===== config.mk =====
export PLATFORM = sky130hd
export DESIGN_NAME = tt_in_debounce
export DESIGN_NICKNAME = d
export VERILOG_FILES = /design/src/rtl/tt_in_debounce.sv
export SDC_FILE = /design/constraint.sdc
export NUM_CORES = 1
export LEC_CHECK = 0
export ABC_CLOCK_PERIOD_IN_PS = 2550
export CAP_MARGIN = 20
export CORE_MARGIN = 2
export CORE_UTILIZATION = 30
export DETAILED_ROUTE_END_ITERATION = 10
export PLACE_DENSITY = 0.5
export SLEW_MARGIN = 20
export SYNTH_ARGS = -nofsm -noshare
export SYNTH_HDL_FRONTEND = slang
export SYNTH_SLANG_ARGS = --single-unit
export TNS_END_PERCENT = 30

===== constraint.sdc =====
create_clock -name clk -period 2.55 [get_ports clk]
set_input_delay 0.255 -clock clk [delete_from_list [all_inputs] [get_ports clk]]
set_output_delay 0.255 -clock clk [all_outputs]
set_load 0.01 [all_outputs]

===== src/rtl/tt_in_debounce.sv =====
// ============================================================================
// Module   : tt_in_debounce
// Purpose  : Pad-input front end for the TT core. Synchronises the raw pad
//            word, debounces it as a whole, and queues each newly settled
//            value as a single valid/ready event. Dropped events raise a
//            sticky overflow flag.
// Revision : 1.0 - initial release
// ============================================================================
`default_nettype none

module tt_in_debounce #(
  parameter int WIDTH      = 8,
  parameter int DEB_CYCLES = 16,
  parameter int FIFO_DEPTH = 2
) (
  input  logic             clk,
  input  logic             rst_n,
  input  logic [WIDTH-1:0] io_i_raw,
  output logic [WIDTH-1:0] o_stable,
  output logic [WIDTH-1:0] o_data,
  output logic             o_valid,
  input  logic             i_ready,
  output logic             o_ovf,
  input  logic             i_ovf_clr
);

  // Counter only has to reach DEB_CYCLES-1; FIFO pointers wrap naturally
  // because the depth is a power of two.
  localparam int CW = (DEB_CYCLES > 2) ? $clog2(DEB_CYCLES) : 1;
  localparam int AW = (FIFO_DEPTH > 2) ? $clog2(FIFO_DEPTH) : 1;
  localparam int NW = AW + 1;
  localparam logic [CW-1:0] C_CNT_MAX = CW'(DEB_CYCLES - 1);
  localparam logic [NW-1:0] C_FULL    = NW'(FIFO_DEPTH);

  // Synchroniser, debounce and FIFO state
  logic [WIDTH-1:0] s1_q, s2_q;
  logic [WIDTH-1:0] cand_q, cand_d;
  logic [CW-1:0]    cnt_q, cnt_d;
  logic [WIDTH-1:0] stable_q, stable_d;
  logic [WIDTH-1:0] mem_q [FIFO_DEPTH];
  logic [AW-1:0]    wr_ptr_q, wr_ptr_d;
  logic [AW-1:0]    rd_ptr_q, rd_ptr_d;
  logic [NW-1:0]    count_q, count_d;
  logic             ovf_q, ovf_d;

  logic push;   // debouncer has a new settled value this cycle
  logic pop;    // consumer takes the head entry this cycle
  logic full;
  logic wr_en;  // push actually stored
  logic drop;   // push lost because the FIFO is full and not draining

  // Two-flop synchroniser on the whole pad word
  always_ff @(posedge clk) begin
    if (!rst_n) begin
      s1_q <= '0;
      s2_q <= '0;
    end else begin
      s1_q <= io_i_raw;
      s2_q <= s1_q;
    end
  end

  // Word-level debounce: restart on any change, commit once the count saturates
  always_comb begin
    cand_d   = cand_q;
    cnt_d    = cnt_q;
    stable_d = stable_q;
    push     = 1'b0;
    if (s2_q != cand_q) begin
      cand_d = s2_q;
      cnt_d  = '0;
    end else if (cnt_q != C_CNT_MAX) begin
      cnt_d = cnt_q + 1'b1;
    end else if (cand_q != stable_q) begin
      stable_d = cand_q;
      push     = 1'b1;
    end
  end

  // FIFO control: simultaneous push and pop on a full FIFO is not an overflow
  always_comb begin
    pop      = (count_q != '0) && i_ready;
    full     = (count_q == C_FULL);
    wr_en    = push && (!full || pop);
    drop     = push && full && !pop;
    wr_ptr_d = wr_en ? wr_ptr_q + 1'b1 : wr_ptr_q;
    rd_ptr_d = pop   ? rd_ptr_q + 1'b1 : rd_ptr_q;
    count_d  = count_q;
    if (wr_en && !pop) begin
      count_d = count_q + 1'b1;
    end else if (!wr_en && pop) begin
      count_d = count_q - 1'b1;
    end
    // A drop on the same edge as a clear leaves the flag set
    if (drop) begin
      ovf_d = 1'b1;
    end else if (i_ovf_clr) begin
      ovf_d = 1'b0;
    end else begin
      ovf_d = ovf_q;
    end
  end

  // Debounce and FIFO state registers; reset clears queued events too
  always_ff @(posedge clk) begin
    if (!rst_n) begin
      cand_q   <= '0;
      cnt_q    <= '0;
      stable_q <= '0;
      wr_ptr_q <= '0;
      rd_ptr_q <= '0;
      count_q  <= '0;
      ovf_q    <= 1'b0;
      for (int i = 0; i < FIFO_DEPTH; i++) begin
        mem_q[i] <= '0;
      end
    end else begin
      cand_q   <= cand_d;
      cnt_q    <= cnt_d;
      stable_q <= stable_d;
      wr_ptr_q <= wr_ptr_d;
      rd_ptr_q <= rd_ptr_d;
      count_q  <= count_d;
      ovf_q    <= ovf_d;
      if (wr_en) begin
        mem_q[wr_ptr_q] <= stable_d;
      end
    end
  end

  // All outputs come straight from registers
  assign o_stable = stable_q;
  assign o_data   = mem_q[rd_ptr_q];
  assign o_valid  = (count_q != '0);
  assign o_ovf    = ovf_q;

endmodule

`default_nettype wire


After elaboration in Yosys (flattened, before gate mapping)
Memory sizes are Yosys's and may differ from the RTL's. A register that Yosys moved wholly into a read port is not among the register bits. Index checks and enable logic that the tools add are counted.

Bits in registers: 41. Bits in latches: 0. RAM bits: 16. Bits in read-only memories: 0. Input port bits: 12. Output and inout port bits: 18. Memories: 1.

Add/sub/neg operators: 5. Multiply operators: 0. Div/mod/pow operators: 0. $lt $le $gt $ge: 0. Equal/unequal tests: 4. Shift-type cells: 0. Multiplexer cells: 19. Bitwise gates (word level): 1. Reductions and logical operators: 15.

Memories: mem_q (words 2, width 8, read ports 1, clocked after Yosys merged registers in 1, write ports 2, RTL line 40) `logic [WIDTH-1:0] mem_q [FIFO_DEPTH];`.

Operator list (count): $mux W8 (4); $ne A8 B8 Y1 (2); $mux W1 (13); $reduce_or A8 Y1 (1); $logic_and A1 B1 Y1 (6); $reduce_bool A2 Y1 (3); $add A4 B1 Y4 const B (1); $mux W2 (2); $ne A4 B4 Y1 const B (1); $logic_not A1 Y1 (3); $add A1 B1 Y1 const B (2); $add A2 B1 Y2 const B (1); $eq A2 B2 Y1 const B (1); $reduce_or A2 Y1 (1); $sub A2 B1 Y2 const B (1); $logic_or A1 B1 Y1 (1); $not A1 Y1 (1).

Longest topological paths before layout
Gate-level depths: netlist of run 1.

Depth in word-level cells: 10. Mapped depth: 9. Mapped depth without buffers: 8.

Least setup slack after synthesis of run 1
Ideal clock, no wire load.

Kind: reg-to-reg. Start point: reg cand_q[7]. End point: reg count_q[1]. Setup time: 0.070 ns. Arrival: 2.192 ns. Data required time: 2.480 ns. Setup slack: 0.288 ns. Stages on the path, launching flop included: 9. Path buffers: 1. Period minus slack after synthesis: 2.262 ns. Cells stage by stage: dfxtp_1 xor2_1 nor4_2 a2111oi_2 and2b_4 buf_6 ha_1 or3_1 a21oi_1.

Cells in the longest elaborated chain, start to end: 8. Elaborated cells between the ends (all ways): 11.

Ends and longest elaborated chain: from (decl) (RTL line 37) `logic [WIDTH-1:0] cand_q, cand_d;`; from (signal assigned) (RTL line 118) `cand_q <= cand_d;`; $ne A8 B8 Y1 (RTL line 74) `end else if (cand_q != stable_q) begin`; $mux W1 (RTL line 74); $mux W1 (RTL line 72) `end else if (cnt_q != C_CNT_MAX) begin`; $mux W1 * (RTL line 69) `if (s2_q != cand_q) begin`; $logic_and A1 B1 Y1 * (RTL line 84) `wr_en = push && (!full || pop);`; $logic_not A1 Y1 (RTL line 91) `end else if (!wr_en && pop) begin`; $logic_and A1 B1 Y1 (RTL line 91); $reduce_bool A2 Y1 (no line); to (signal assigned) (RTL line 123) `count_q <= count_d;`; to (decl) (RTL line 43) `logic [NW-1:0] count_q, count_d;`.

Every way passes the cells marked *; elsewhere a longest branch is shown, timed or not. A chain may end at the register's enable or synchronous reset.

Worst setup path after layout of run 1
Start point: reg cand_q[1]. End point: reg count_q[1].

Same word-level chain as after synthesis.

==> impl_metrics.py, run 1 <==
metrics = {
    "status": {
        "run_status": "finished clean",
    },
    "sta": {
        "timing.final.setup_violations": 0,
        "final_hold_viol_count": 0,
        "timing.final.crit_share": 0.918,
        "achievable-frequency_mhz": 427,
        "clock_skew_ps": 5.34,
        "minimum_period_implied_by_the_final_worst_setup_slack_ps": 2340,
        "max_slew_margin": 0.714,
        "max_slew.worst_pin.slew_ps": 424,
        "drv_slew": 0,
    },
    "critical_path": {
        "slowest_stage": "dfxtp_1",
        "crit_arrival_ps": 2610,
        "cp-end-kind": "register",
        "required_ps": 2820,
        "startpoint_type": "register",
        "crit_path_max_fanout": 15,
        "worstPathCellList": "xnor2_1 > nand4_2 > a2111oi_4 > and2b_4 > ha_1 > or3_1 > a21oi_1",
        "timing.setup.critical_path_class": "register to register",
        "critPathMaxStageDelay_ps": 420,
    },
    "yosys": {
        "post-synth-top-area-fraction": 0.364,
        "ys_warn_count": 0,
        "leading_cell_types_by_total_area_after_synthesis": "dfxtp_1, edfxtp_1, and2_1",
        "syn_nets": 218,
        "syn-mean-instance-area_um2": 11.3,
        "netlist_area_um2": 2310,
        "synth.largest_area_cell": "dfxtp_1",
        "synth-seq-cells": 58,
        "syn-instance-count": 204,
        "number_of_library_cell_types_mapped_by_synthesis": 31,
        "part_of_the_yosys_area_used_for_sequential_elements": 0.571,
    },
    "layout": {
        "synthToLayoutAreaGrowth_pct": 29.5,
        "antenna_cells": 0,
        "share_of_cells_above_drive_strength_1": 0.169,
        "post_layout_nonfiller_instances": 351,
        "fillCellCount": 766,
        "nNetsFinal": 258,
        "final_common_cell": "dfxtp_1",
        "stdcell_area_um2": 3000,
        "mostFrequentLayoutCells": "dfxtp_1, clkdlybuf4s50_1, and2_1, edfxtp_1, nand2_1",
        "utilization": 0.394,
    },
    "cts": {
        "clock_tree_from_tritoncts": "yes",
        "post_cts_hold_buffer_count": 0,
        "cts.sink_count": 58,
        "postCtsSetupRepairBufs": 0,
        "clk_pin_slew_worst_paths_ps": 70,
        "cts.htree.levels": 3,
        "clkLatencyLatePin_ps": 330,
        "postCtsResizedCells": 0,
        "clk_path_buf_depth": 2,
        "tritoncts_buffer_count": 9,
        "root_buffer": "clkbuf_8",
    },
    "global_route": {
        "grt_first_pass_wirelength_um": 7450,
        "vias_in_the_first_global_route": 1539,
        "grt_start_max_net_pins": 41,
        "overflow_left_after_global_routing": 0,
        "number_of_antenna_violations_at_the_first_check_in_global_routing": 0,
        "grt_util_all_layers": 0.117,
    },
    "floorplan": {
        "floorplan.initialDensity": 0.304,
        "placement_rows": 32,
        "core_um2": 7610,
        "die_h_um": 91.8,
        "die-width_um": 91.8,
        "die-area_um2": 8430,
        "design.portCount": 30,
    },
    "run": {
        "maxCapViolations": 0,
    },
    "placement": {
        "post-place-cells": 335,
        "port_buffers": 29,
        "placed_area_um2": 2750,
        "gp_congestion": 0.755,
        "post-dp-hpwl_um": 2960,
    },
    "route": {
        "topRoutingLayerUsed": "met4",
        "dr_wl_met3_um": 202,
        "post-route-drc-count": 0,
        "met2WireLength_um": 1870,
        "drt_iter0_drc": 41,
        "routed_wirelength_um": 4340,
        "routed_via_density": 4.34,
        "wl_met1_um": 2140,
        "routed-via-count": 1522,
        "detail-route-antenna-nets": 0,
        "detail_route.wl_per_cell_um": 12.4,
        "detail_route.first_pass.iterations": 4,
    },
    "min_path": {
        "holdCritPathClass": "register to register",
    },
    "power": {
        "peakVddDrop_uv": 237,
        "leakage_nw": 1.16,
        "power.density_cell_area_nw_per_um2": 658,
    },
}
==> final cells by class <==
class,count,area (um2),share of cell area
Clock buffer,13,203,0.0677
Timing Repair Buffer,37,350,0.117
Clock inverter,3,15.0,0.00501
Tap cell,102,128,0.0426
Sequential cell,58,1320,0.441
Inverter,2,7.51,0.00251
Multi-Input combinational cell,136,971,0.324
==> final timing paths <==
kind	from	end	slack [ps]	cells after the start
max	cand_q[1]$_SDFFE_PN0P_	count_q[1]$_SDFFE_PN0P_	210	7
min	s1_q[2]$_SDFF_PN0_	s2_q[2]$_SDFF_PN0_	430	1
max reg2reg	cand_q[1]$_SDFFE_PN0P_	count_q[1]$_SDFFE_PN0P_	210	7
min reg2reg	s1_q[2]$_SDFF_PN0_	s2_q[2]$_SDFF_PN0_	430	1
==> state kept, by name (all words and copies together), names as in the netlist, named ones only <==
name	count
o_ovf	1
cand_q	8
o_stable	8
rd_ptr_q	1
s1_q	8
cnt_q	4
count_q	2
mem_q	16
s2_q	8
wr_ptr_q	1
==> power breakdown <==
part | internal [mW] | leakage, nW | switching (mW)
Sequential | 0.970 | 0.508 | 0.0138
Clock | 0.525 | 0.115 | 0.353
Combinational | 0.0567 | 0.539 | 0.0519
==> layer usage <==
layer / vias to the layer above / global-route usage
met1: 690 / 0.153
li1: 786 / -
met3: 10 / 0.0329
met4: 0 / 0.0833
met2: 36 / 0.164
met5: - / 0
==> worst max-delay path, delay by kind of cell (launching register included) <==
family | cells | cell delay, ps
DFF | 1 | 420
xor gates and xnor gates | 1 | 170
adders and majority gates | 1 | 280
AOI/OAI and AO/OA | 2 | 550
and+or+nand+nor | 3 | 850
==> logic make-up (layout without fill, tap and decap cells) <==
logic type / count (synthesis) / in the layout / share of synthesized area
DFF: 58 / 58 / 0.571
and+or+nand+nor: 87 / 87 / 0.221
AOI/OAI and AO/OA: 17 / 17 / 0.0514
buffers and inverters: 10 / 55 / 0.0211
muxes: 10 / 10 / 0.0482
xor gates and xnor gates: 20 / 20 / 0.0758
adders and majority gates: 2 / 2 / 0.0108
==> synth_stat cells <==
master     number
and3_1         12
clkbuf_1        6
nor3_1          3
xor2_1         11
buf_6           1
nor3b_1         2
buf_4           1
ha_1            2
mux2_2          9
inv_1           2
nor4b_1         2
a2111oi_2       1
nand4_2         1
xnor2_1         9
and2b_4         1
edfxtp_1       16
o21ai_0        12
nor3b_2         2
or2_2           1
mux2i_1         1
and2_1         24
or3_1           2
nand3_1        11
nor4_2          2
dfxtp_1        42
a31oi_1         1
nand4_1         1
a2111oi_4       1
nand2_1        14
a21oi_1         2
nor2_1          9
==> through the flow <==
step	hold WS [ps]	TNS [ps]	setup WS, ps	power, mW
final	432	0	209	1.97
after global routing	441	-24.0	-24.0	2.06
after CTS	434	0	156	1.99
after detailed placement	418	0	173	1.11
after global placement	413	0	188	1.11
after floorplan	366	0	288	1.06
(Power assumes the default switching activity.)
==> run 2, diff against run 1 <==
==> constraint.sdc (replaced) <==
create_clock -name clk -period 2.55 [get_ports clk]
set_input_delay 0.51 -clock clk [delete_from_list [all_inputs] [get_ports clk]]
set_output_delay 0.51 -clock clk [all_outputs]
set_load 0.01 [all_outputs]
==> impl_metrics.py, run 2 (same netlist as run 1, synthesis figures left out) <==
metrics = {
    "status": {
        "run_status": "finished clean",
    },
    "route": {
        "routed_wirelength_um": 4070,
        "routed_via_density": 4.33,
        "drt_iter0_drc": 54,
        "detail_route.wl_per_cell_um": 11.5,
        "routed-via-count": 1528,
        "post-route-drc-count": 0,
        "detail-route-antenna-nets": 0,
        "detail_route.first_pass.iterations": 4,
    },
    "sta": {
        "clock_skew_ps": 8.19,
        "achievable-frequency_mhz": 433,
        "grt_setup_unrepaired": "no",
        "drv_slew": 0,
        "max_slew_margin": 0.650,
        "final_hold_viol_count": 0,
        "worst_slack_ps": 242,
        "timing.final.crit_share": 0.905,
        "max_slew.worst_pin.slew_ps": 520,
        "worst_hold_slack_ps": 433,
        "timing.final.setup_violations": 0,
        "minimum_period_implied_by_the_final_worst_setup_slack_ps": 2310,
        "setup_total_negative_slack_ps": 0,
    },
    "placement": {
        "gp_congestion": 0.734,
        "dp_slack_ps": 217,
        "post-place-cells": 337,
        "post-dp-hpwl_um": 2890,
        "port_buffers": 29,
    },
    "critical_path": {
        "cp-end-kind": "register",
        "timing.setup.critical_path_class": "register to register",
        "critPathMaxStageDelay_ps": 530,
        "crit_path_max_fanout": 4,
        "slowest_stage": "nor4_2",
        "top_family_by_delay_on_critical_path": "simple AND/OR/NAND/NOR gates",
        "required_ps": 2820,
        "worstPathCellList": "xor2_1 > nor4_2 > a2111oi_2 > and2b_4 > ha_1 > or3_1 > a21oi_1",
        "startpoint_type": "register",
        "crit_arrival_ps": 2580,
        "path_buf_inv": 0,
    },
    "cts": {
        "tritoncts_buffer_count": 9,
        "root_buffer": "clkbuf_8",
        "cts.sink_count": 58,
        "cts.htree.levels": 3,
        "clk_pin_slew_worst_paths_ps": 70,
        "post_cts_hold_buffer_count": 0,
        "clock_tree_from_tritoncts": "yes",
        "postCtsResizedCells": 0,
        "clkLatencyLatePin_ps": 330,
        "postCtsSetupRepairBufs": 0,
        "clk_path_buf_depth": 2,
    },
    "layout": {
        "mostFrequentLayoutCells": "dfxtp_1, clkdlybuf4s50_1, and2_1, edfxtp_1, nand2_1",
        "max_flop_register": "mem_q",
        "post_layout_nonfiller_instances": 353,
        "largest_register_ff_count": 16,
        "antenna_cells": 0,
        "final_common_cell": "dfxtp_1",
        "share_of_cells_above_drive_strength_1": 0.175,
        "synthToLayoutAreaGrowth_pct": 28.3,
        "nNetsFinal": 260,
    },
    "min_path": {
        "holdCritPathClass": "register to register",
    },
    "floorplan": {
        "core_um2": 7610,
        "die-area_um2": 8430,
        "placement_rows": 32,
        "design.portCount": 30,
        "floorplan.initialDensity": 0.304,
        "die_h_um": 91.8,
        "die-width_um": 91.8,
    },
    "global_route": {
        "globalRouteMet2Util": 0.145,
        "overflow_left_after_global_routing": 0,
        "grt-busiest-layer": "met1",
        "grt_first_pass_wirelength_um": 7100,
        "vias_in_the_first_global_route": 1483,
        "grt_util_all_layers": 0.110,
        "number_of_antenna_violations_at_the_first_check_in_global_routing": 0,
        "grt_start_max_net_pins": 41,
        "groute.layer.met3.usage": 0.0378,
        "grt_util_met1": 0.148,
    },
    "power": {
        "totalPowerFinal_mw": 1.93,
        "power.density_cell_area_nw_per_um2": 650,
        "leakage_nw": 1.15,
        "peakVddDrop_uv": 361,
    },
    "run": {
        "maxCapViolations": 0,
    },
}
run 2: cell count changes in the layout (fill, tap and decap cells not counted), moves of 2 or more:
| cell | previous run | this run |
|---|---|---|
| clkbuf_16 | 3 | 0 |
| buf_4 | 8 | 10 |
| clkinv_2 | 3 | 1 |
| clkinvlp_4 | 0 | 2 |
run 2: worst register-to-register path: stages (launching register included):
cell	delay [ps]
dfxtp_1	350
xor2_1	200
nor4_2	530
a2111oi_2	170
and2b_4	200
ha_1	300
or3_1	360
a21oi_1	130
run 2: final timing paths:
kind / start / to / slack (ps) / cells after the start
worst min register to register: s1_q[1]$_SDFF_PN0_ / s2_q[1]$_SDFF_PN0_ / 430 / 1
worst max register to register: cand_q[6]$_SDFFE_PN0P_ / count_q[1]$_SDFFE_PN0P_ / 240 / 7
worst min-delay path: s1_q[1]$_SDFF_PN0_ / s2_q[1]$_SDFF_PN0_ / 430 / 1
worst max-delay path: cand_q[6]$_SDFFE_PN0P_ / count_q[1]$_SDFFE_PN0P_ / 240 / 7
run 2: metrics by stage:
| stage | utilization | instance area, um2 |
|---|---|---|
| 6_report | 0.390 | 2970 |
| 5_1_grt | 0.390 | 2970 |
| 4_1_cts | 0.390 | 2970 |
| 3_5_place_dp | 0.363 | 2760 |
| 3_3_place_gp | 0.363 | 2760 |
| 2_1_floorplan | - | 2310 |
run 2: cell type report:
cell class / count / area, um2
inverter: 2 / 7.51
multi-input combinational: 136 / 942
tap: 102 / 128
clock inverter: 6 / 65.1
fill: 740 / 4640
clock buffer: 10 / 138
timing repair buffer: 39 / 365
sequential: 58 / 1320
run 2: power by group:
group	total, mW	internal [mW]	switching, mW	leakage, nW
Sequential	0.982	0.970	0.0127	0.508
Combinational	0.104	0.0560	0.0482	0.544
Clock	0.842	0.477	0.365	0.0988
run 2: routing by layer:
metal	vias to the layer above	routed length (um)
met5	-	0
met4	0	170
met3	14	218
met2	37	1660
met1	685	2020
li1	792	-
